[config.mk]
export PLATFORM = sky130hd
export DESIGN_NAME = func_ctrl
export DESIGN_NICKNAME = d
export VERILOG_FILES = /design/src/rtl/func_pkg.sv /design/src/rtl/func_ctrl_rfifo.sv /design/src/rtl/func_ctrl.sv
export SDC_FILE = /design/constraint.sdc
export NUM_CORES = 1
export LEC_CHECK = 0
export ABC_AREA = 1
export BUFFER_PORTS_ARGS = -buffer_cell sky130_fd_sc_hd__clkbuf_2
export CAP_MARGIN = 10
export CORE_ASPECT_RATIO = 0.75
export CORE_MARGIN = 2
export CORE_UTILIZATION = 50
export CTS_CLUSTER_DIAMETER = 60
export CTS_CLUSTER_SIZE = 8
export DETAILED_ROUTE_END_ITERATION = 7
export GPL_TIMING_DRIVEN = 0
export PLACE_DENSITY = 0.77
export SYNTH_ARGS = -nofsm -noshare
export SYNTH_HDL_FRONTEND = slang
export SYNTH_SLANG_ARGS = --single-unit
[constraint.sdc]
create_clock -name clk_i -period 2.55 [get_ports clk_i]
set_input_delay 0.3825 -clock clk_i [delete_from_list [all_inputs] [get_ports clk_i]]
set_output_delay 0.3825 -clock clk_i [all_outputs]
set_load 0.02 [all_outputs]
[src/rtl/func_pkg.sv]
// Shared widths, sentinel and controller state type for the func core
// initiator and its result FIFO.
package func_pkg;

   localparam int FUNC_A_W = 8;
   localparam int FUNC_B_W = 8;
   localparam int FUNC_Y_W = 25;

   localparam logic [FUNC_Y_W-1:0] FUNC_Y_SENTINEL = 25'h1FFFFFF;

   typedef enum logic [1:0] {
      ST_IDLE  = 2'd0,
      ST_START = 2'd1,
      ST_WAIT  = 2'd2
   } func_state_e;

endpackage

[src/rtl/func_ctrl_rfifo.sv]
// Two-entry in-order result FIFO with head read-out (0 when empty)
// and asynchronous active-high reset.
module func_ctrl_rfifo
   import func_pkg::*;
(
   input  logic                clk,
   input  logic                rst,
   input  logic                push,
   input  logic [FUNC_Y_W-1:0] push_data,
   input  logic                pop,
   output logic [1:0]          count,
   output logic [FUNC_Y_W-1:0] head
);

   logic [FUNC_Y_W-1:0] mem [2];
   logic                rd_ptr;
   logic                wr_ptr;
   logic                do_push;
   logic                do_pop;

   assign do_pop  = pop & (count != 2'd0);
   assign do_push = push & ((count != 2'd2) | do_pop);
   assign head    = (count != 2'd0) ? mem[rd_ptr] : '0;

   always_ff @(posedge clk or posedge rst) begin
      if (rst) begin
         mem[0] <= '0;
         mem[1] <= '0;
         rd_ptr <= 1'b0;
         wr_ptr <= 1'b0;
         count  <= 2'd0;
      end else begin
         if (do_push) begin
            mem[wr_ptr] <= push_data;
            wr_ptr      <= ~wr_ptr;
         end
         if (do_pop) begin
            rd_ptr <= ~rd_ptr;
         end
         // push+pop together leaves the count alone
         unique case ({do_push, do_pop})
            2'b10:   count <= count + 2'd1;
            2'b01:   count <= count - 2'd1;
            default: ;
         endcase
      end
   end

endmodule

[src/rtl/func_ctrl.sv]
// Start/busy initiator for the func core with a 2-entry result FIFO.
// Define FUNC_CTRL_TIMEOUT_EN to enable the WAIT watchdog and err_o.
module func_ctrl
   import func_pkg::*;
#(
   parameter int TIMEOUT_CYCLES = 255
) (
   input  logic                clk_i,
   input  logic                rst_i,
   input  logic                in_valid_i,
   output logic                in_ready_o,
   input  logic [FUNC_A_W-1:0] a_bi,
   input  logic [FUNC_B_W-1:0] b_bi,
   output logic                func_start_o,
   output logic [FUNC_A_W-1:0] func_a_bo,
   output logic [FUNC_B_W-1:0] func_b_bo,
   input  logic                func_busy_i,
   input  logic [FUNC_Y_W-1:0] func_y_bi,
   output logic                out_valid_o,
   input  logic                out_ready_i,
   output logic [FUNC_Y_W-1:0] y_bo,
   output logic                err_o
);

   func_state_e         state;
   logic [1:0]          count;
   logic                hs;
   logic                push;
   logic                pop;
   logic [FUNC_Y_W-1:0] push_y;

   assign in_ready_o   = (state == ST_IDLE) & (count < 2'd2);
   assign hs           = in_valid_i & in_ready_o;
   assign func_start_o = (state == ST_START);
   assign out_valid_o  = (count != 2'd0);
   assign pop          = out_valid_o & out_ready_i;

`ifdef FUNC_CTRL_TIMEOUT_EN
   localparam int TO_W = (TIMEOUT_CYCLES > 1) ? $clog2(TIMEOUT_CYCLES) : 1;

   logic [TO_W-1:0] to_cnt;
   logic            to_hit;
   logic            err_q;

   assign to_hit = (to_cnt == TO_W'(TIMEOUT_CYCLES - 1));
   assign err_o  = err_q;

   always_ff @(posedge clk_i or posedge rst_i) begin
      if (rst_i) begin
         to_cnt <= '0;
         err_q  <= 1'b0;
      end else begin
         if (state == ST_START) begin
            to_cnt <= '0;
         end else if (state == ST_WAIT) begin
            to_cnt <= to_cnt + TO_W'(1);
         end
         if ((state == ST_WAIT) && func_busy_i && to_hit) begin
            err_q <= 1'b1;
         end
      end
   end
`else
   logic unused_timeout;

   assign unused_timeout = ^TIMEOUT_CYCLES;
   assign err_o          = 1'b0;
`endif

   always_comb begin
      push   = 1'b0;
      push_y = func_y_bi;
      if (state == ST_WAIT) begin
         if (!func_busy_i) begin
            push = 1'b1;
`ifdef FUNC_CTRL_TIMEOUT_EN
         end else if (to_hit) begin
            push   = 1'b1;
            push_y = FUNC_Y_SENTINEL;
`endif
         end
      end
   end

   always_ff @(posedge clk_i or posedge rst_i) begin
      if (rst_i) begin
         state     <= ST_IDLE;
         func_a_bo <= '0;
         func_b_bo <= '0;
      end else begin
         unique case (state)
            ST_IDLE: begin
               if (hs) begin
                  state     <= ST_START;
                  func_a_bo <= a_bi;
                  func_b_bo <= b_bi;
               end
            end
            ST_START: state <= ST_WAIT;
            ST_WAIT: begin
               if (push) begin
                  state <= ST_IDLE;
               end
            end
            default: state <= ST_IDLE;
         endcase
      end
   end

   func_ctrl_rfifo u_rfifo (
      .clk       (clk_i),
      .rst       (rst_i),
      .push      (push),
      .push_data (push_y),
      .pop       (pop),
      .count     (count),
      .head      (y_bo)
   );

endmodule

[Yosys cells after proc, flatten, opt, wreduce, memory -nomap -nowiden]
Cells that the tools add are included.
Storage, ports and cells
  flip-flop bits (word level): 72
  bits of input ports: 46
  output and inout bits: 45
Operators by class
  add/sub/neg operators: 2
  order comparisons: 4
  eq/ne operators: 7
  multiplexer cells: 13
  bitwise logic cells: 10
  reductions and logical operators: 6
Operators by type and width (count)
  25-bit 2-to-1 mux: 5
  50-bit bitwise mux: 1
  25-bit demux with 1-bit select: 1
  2-bit one-hot mux with 3 select lines: 1
  1-bit bitwise AND: 5
  2-bit by 1-bit equality test with 1-bit output, second input constant: 2
  2-bit equality test, second input constant: 2
  2-bit greater-or-equal comparator, second input constant: 2
  2-bit 2-to-1 mux: 2
  2-bit != test, second input constant: 2
  1-bit inverter with 2-bit output: 2
  2-bit one-hot mux with 2 select lines: 1
  2-bit AND reduction: 2
  2-bit nonzero test: 2
  2-bit by 1-bit adder with 2-bit output, second input constant: 1
  2-bit logical NOT: 1
  2-bit by 1-bit less-than comparator with 1-bit output, second input constant: 1
  2-bit less-than comparator, second input constant: 1
  1-bit 2-to-1 mux: 2
  2-bit by 1-bit != test with 1-bit output, second input constant: 1
  1-bit inverter: 2
  2-bit by 1-bit subtractor with 2-bit output, second input constant: 1
  1-bit logical AND: 1
  1-bit OR: 1

[Depth between registers and ports, before layout]
  depth in word-level cells: 7
  gate-level depth with buffers: 9
  depth with buffers taken out: 9

[Cells and area by module]
From an unflattened synthesis, not the netlist that was laid out.
Second synthesis, totals
  cell total of the unflattened synthesis: 418
  area, all modules: 3485.8 um^2
Modules (own cells, without submodules)
  func_ctrl_rfifo: times used 1, cells an instance 330, area an instance 2675.1 um^2
  func_ctrl: times used 1, cells an instance 88, area an instance 810.8 um^2

[Worst setup path before layout]
OpenSTA, ideal clock, no wires.
  path type: reg2out
  start: reg u_rfifo.rd_ptr
  end: out y_bo[14]
  data arrival time: 1182 ps
  required time: 2168 ps
  setup slack: 986 ps
  stages on the path, launching flop included: 5
  cells stage by stage: dfrtp_1 -> buf_2 -> clkbuf_1 -> nand2_1 -> a21oi_1
On the way
  cells in the longest elaborated chain, start to end: 5
RTL lines
  from (decl): line func_ctrl_rfifo.sv:16  | logic rd_ptr;
  from (signal assigned): line func_ctrl_rfifo.sv:38  | rd_ptr <= ~rd_ptr;
  1-bit inverter with 2-bit output (not written as such): line func_ctrl_rfifo.sv:23  | assign head = (count != 2'd0) ? mem[rd_ptr] : '0;
  25-bit 2-to-1 mux (not written as such) (3 in series): line func_ctrl_rfifo.sv:23
  25-bit 2-to-1 mux: line func_ctrl_rfifo.sv:23
  to (decl): line func_ctrl.sv:21  | output logic [FUNC_Y_W-1:0] y_bo,
Every way passes these cells. The select of a mux whose other input is x is not followed.

[Final worst setup path]
  start: reg u_rfifo.count[0]
  end: out y_bo[8]
On the way
  cells in the longest elaborated chain, start to end: 2
RTL lines
  from (decl): line func_ctrl_rfifo.sv:11  | output logic [1:0] count,
  from (signal assigned): line func_ctrl_rfifo.sv:42  | 2'b10: count <= count + 2'd1;
  from (signal assigned): line func_ctrl_rfifo.sv:43  | 2'b01: count <= count - 2'd1;
  2-bit nonzero test: line func_ctrl_rfifo.sv:23
  25-bit 2-to-1 mux: line func_ctrl_rfifo.sv:23
Every way passes these cells.

==> flow_summary.ini <==
[grt]
grt_pass1_wl_um = 14100
grt_pass1_vias = 2989
met1_usage_pct = 34.3
grt_max_degree = 73
use_met2_pct = 40.1
busiest_layer = met2
grtUsageTotal_pct = 24.7
gr-usage-met3_pct = 5.57
overflow = 0
antenna_found_initial = 0

[timing]
whs_ns = 0.198
fin_crit_sh_pct = 90.5
rsz0062_at_grt = no
tightest_slew_ns = 0.873
period_minus_slack_ns = 2.31
relSlewSlack_pct = 41.8
slew_violations = 0
clock_skew_ns = 0.00762
setup_violations = 0
hold_viol_final = 0
fmax_mhz = 433

[clocking]
clock-sinks = 72
cts_max_path_buffers = 2
cts_root_buffer = clkbuf_8
post_cts_buffers = 0
insertion_delay_ns = 0.35
cts_buffers = 9
cts_hold_buf = 0
cts_tree = done
clkSlewWorstSetupHoldPaths_ns = 0.08
htree_num_levels = 3
postCtsResizedCells = 0

[run_status]
status = finished, final reports clean

[setup_path]
end_kind = output pin
arrival_ns = 1.92
worstPathMaxFanout = 10
cp.required_ns = 2.17
critical_path_class = reg -> out
crit_path_start_kind = register

[detailed_routing]
firstDrtPassIters = 4
routedWlPerCell_um = 14.5
via_per_inst = 5.27
route.detailed.drc = 0
detail-route-antenna-nets = 0
totalWireLength_um = 8650
vias = 3138
drt_iter0_markers = 193

[finish]
drive_gt1_share_pct = 27.0
fin_area_um2 = 4130
stdcell_count = 595
antennaDiodeCount = 0
nFillCells = 563
seqCellArea_um2 = 1800
nNetsFinal = 556
area_delta_synth_final_pct = 23.4
multiInputGateArea_um2 = 1360

[die]
die_height_um = 74.8
core_area_um2 = 6380
start_util_pct = 52.4
chipWidth_um = 98.5
num_rows = 25
die_area_um2 = 7370
pin_count = 91

[power_and_ir_drop]
peakVddDrop_v = 0.000652
p_leak_nw = 2.28
p_per_area_nw_per_um2 = 1380

[yosys]
synth_top_area_share_pct = 53.9
yosysTopAreaCell = dfrtp_1
synth_nets = 456
yosysUniqueCellTypes = 22
syn_area_per_cell_um2 = 8.18
synth-seq-area-share_pct = 53.9
yosysWarnings = 0
ys_ff_latch = 72
ys_top_cells_by_area = dfrtp_1 (54%), nand2_1 (23%), nand4_1 (9.3%), a21oi_1 (3.7%), buf_2 (3.3%)
netlist_area_um2 = 3350
syn_inst = 409

[hold_path]
hold_path.class = in -> async

[placed_design]
place.port_buffers = 89
dp.cells = 579
placed_area_um2 = 3890
hpwlAfterDp_um = 6100
globalplace.congestion = 0.822

[flow_run]
max_cap_viol_count = 0
==> where the power goes <==
group / switching [mW] / leakage [nW] / internal, mW / total (mW)
clock: 0.421 / 0.116 / 0.647 / 1.07
sequential: 0.294 / 0.902 / 1.66 / 1.96
combinational: 1.84 / 1.26 / 0.824 / 2.66
total: 2.55 / 2.28 / 3.14 / 5.69
==> critical path: stages (launching register included) <==
cell and delay [ns]:
dfrtp_1 0.43, nor2_1 0.53, buf_2 0.36, a21oi_1 0.09, clkbuf_2 0.16
==> cells in the mapped netlist, drive strengths merged <==
cell,n
a21oi,25
buf,26
clkbuf,3
conb,1
dfrtp,72
ha,1
inv,11
nand2,204
nand3,6
nand4,50
nor2,5
nor3,1
o21ai,1
xnor2,1
xor2,2
==> metrics by stage <==
stage	total power, mW	worst slack (ns)	util (%)	TNS [ns]
4_1_cts	5.72	0.215	64.7	0
3_3_place_gp	4.54	-0.549	61.0	-39.27
6_report	5.69	0.243	64.7	0
2_1_floorplan	3.76	0.343	-	0
3_5_place_dp	4.63	0.606	61.0	0
5_1_grt	6.11	0.0564	64.7	0
==> sequential cells by signal, summed over array words and instances (netlist names) <==
name / cells
func_a_bo: 8
func_b_bo: 8
state: 2
u_rfifo.count: 2
u_rfifo.mem: 50
u_rfifo.rd_ptr: 1
u_rfifo.wr_ptr: 1
==> metal layers <==
metal  share of wire, %  vias up
li1                   -     1536
met1                 44     1481
met2                 47      113
met3                7.9        8
met4                1.0        0
met5                  0        -
==> layout make-up <==
class,count,area share (%)
Buffer,29,3.48
Timing Repair Buffer,89,10.8
Multi-Input combinational cell,297,32.9
Clock inverter,6,2.61
Inverter,11,1.06
Clock buffer,10,3.09
Sequential cell,72,43.6
Tap cell,81,2.45
==> cells in the final DEF (no fill, tap or decap), types with 2 or more instances in the layout <==
master | netlist | layout
nand2_1 | 203 | 203
clkbuf_2 | 0 | 89
dfrtp_1 | 72 | 72
nand4_1 | 50 | 50
a21oi_1 | 25 | 25
buf_2 | 22 | 22
clkbuf_8 | 0 | 9
inv_1 | 7 | 6
nor2_1 | 4 | 4
clkbuf_1 | 3 | 4
inv_2 | 4 | 4
bufinv_16 | 0 | 3
xor2_1 | 2 | 2
nand3_2 | 2 | 2
nand3_4 | 2 | 2
nand3_1 | 2 | 2
buf_4 | 2 | 2
buf_1 | 2 | 2
clkinv_2 | 0 | 2
==> cell families (layout without fill, tap and decap cells) <==
logic type	count (synthesis)	in the layout	synth area share (%)
AO/OA/AOI/OAI	26	26	3.89
other	1	1	0.112
AND/OR/NAND/NOR	266	266	35.5
buffers and inverters	40	145	5.53
XOR/XNOR	3	3	0.785
flip-flops	72	72	53.9
adder cells (fa/ha/maj)	1	1	0.374
==> worst paths after layout <==
kind | slack [ns] | start | end | depth (start not counted)
max reg2reg | 0.66 | u_rfifo.count[0] | u_rfifo.count[1] | 6
min in group clk_i | 0.22 | b_bi[6] | func_b_bo[6] | 3
max in group asynchronous | 1.78 | rst_i | u_rfifo.mem[46] | 2
min reg2reg | 0.47 | u_rfifo.mem[35] | u_rfifo.mem[35] | 2
min | 0.20 | rst_i | u_rfifo.mem[30] | 2
max | 0.24 | u_rfifo.count[0] | y_bo[8] | 4
(Power assumes the default switching activity.)
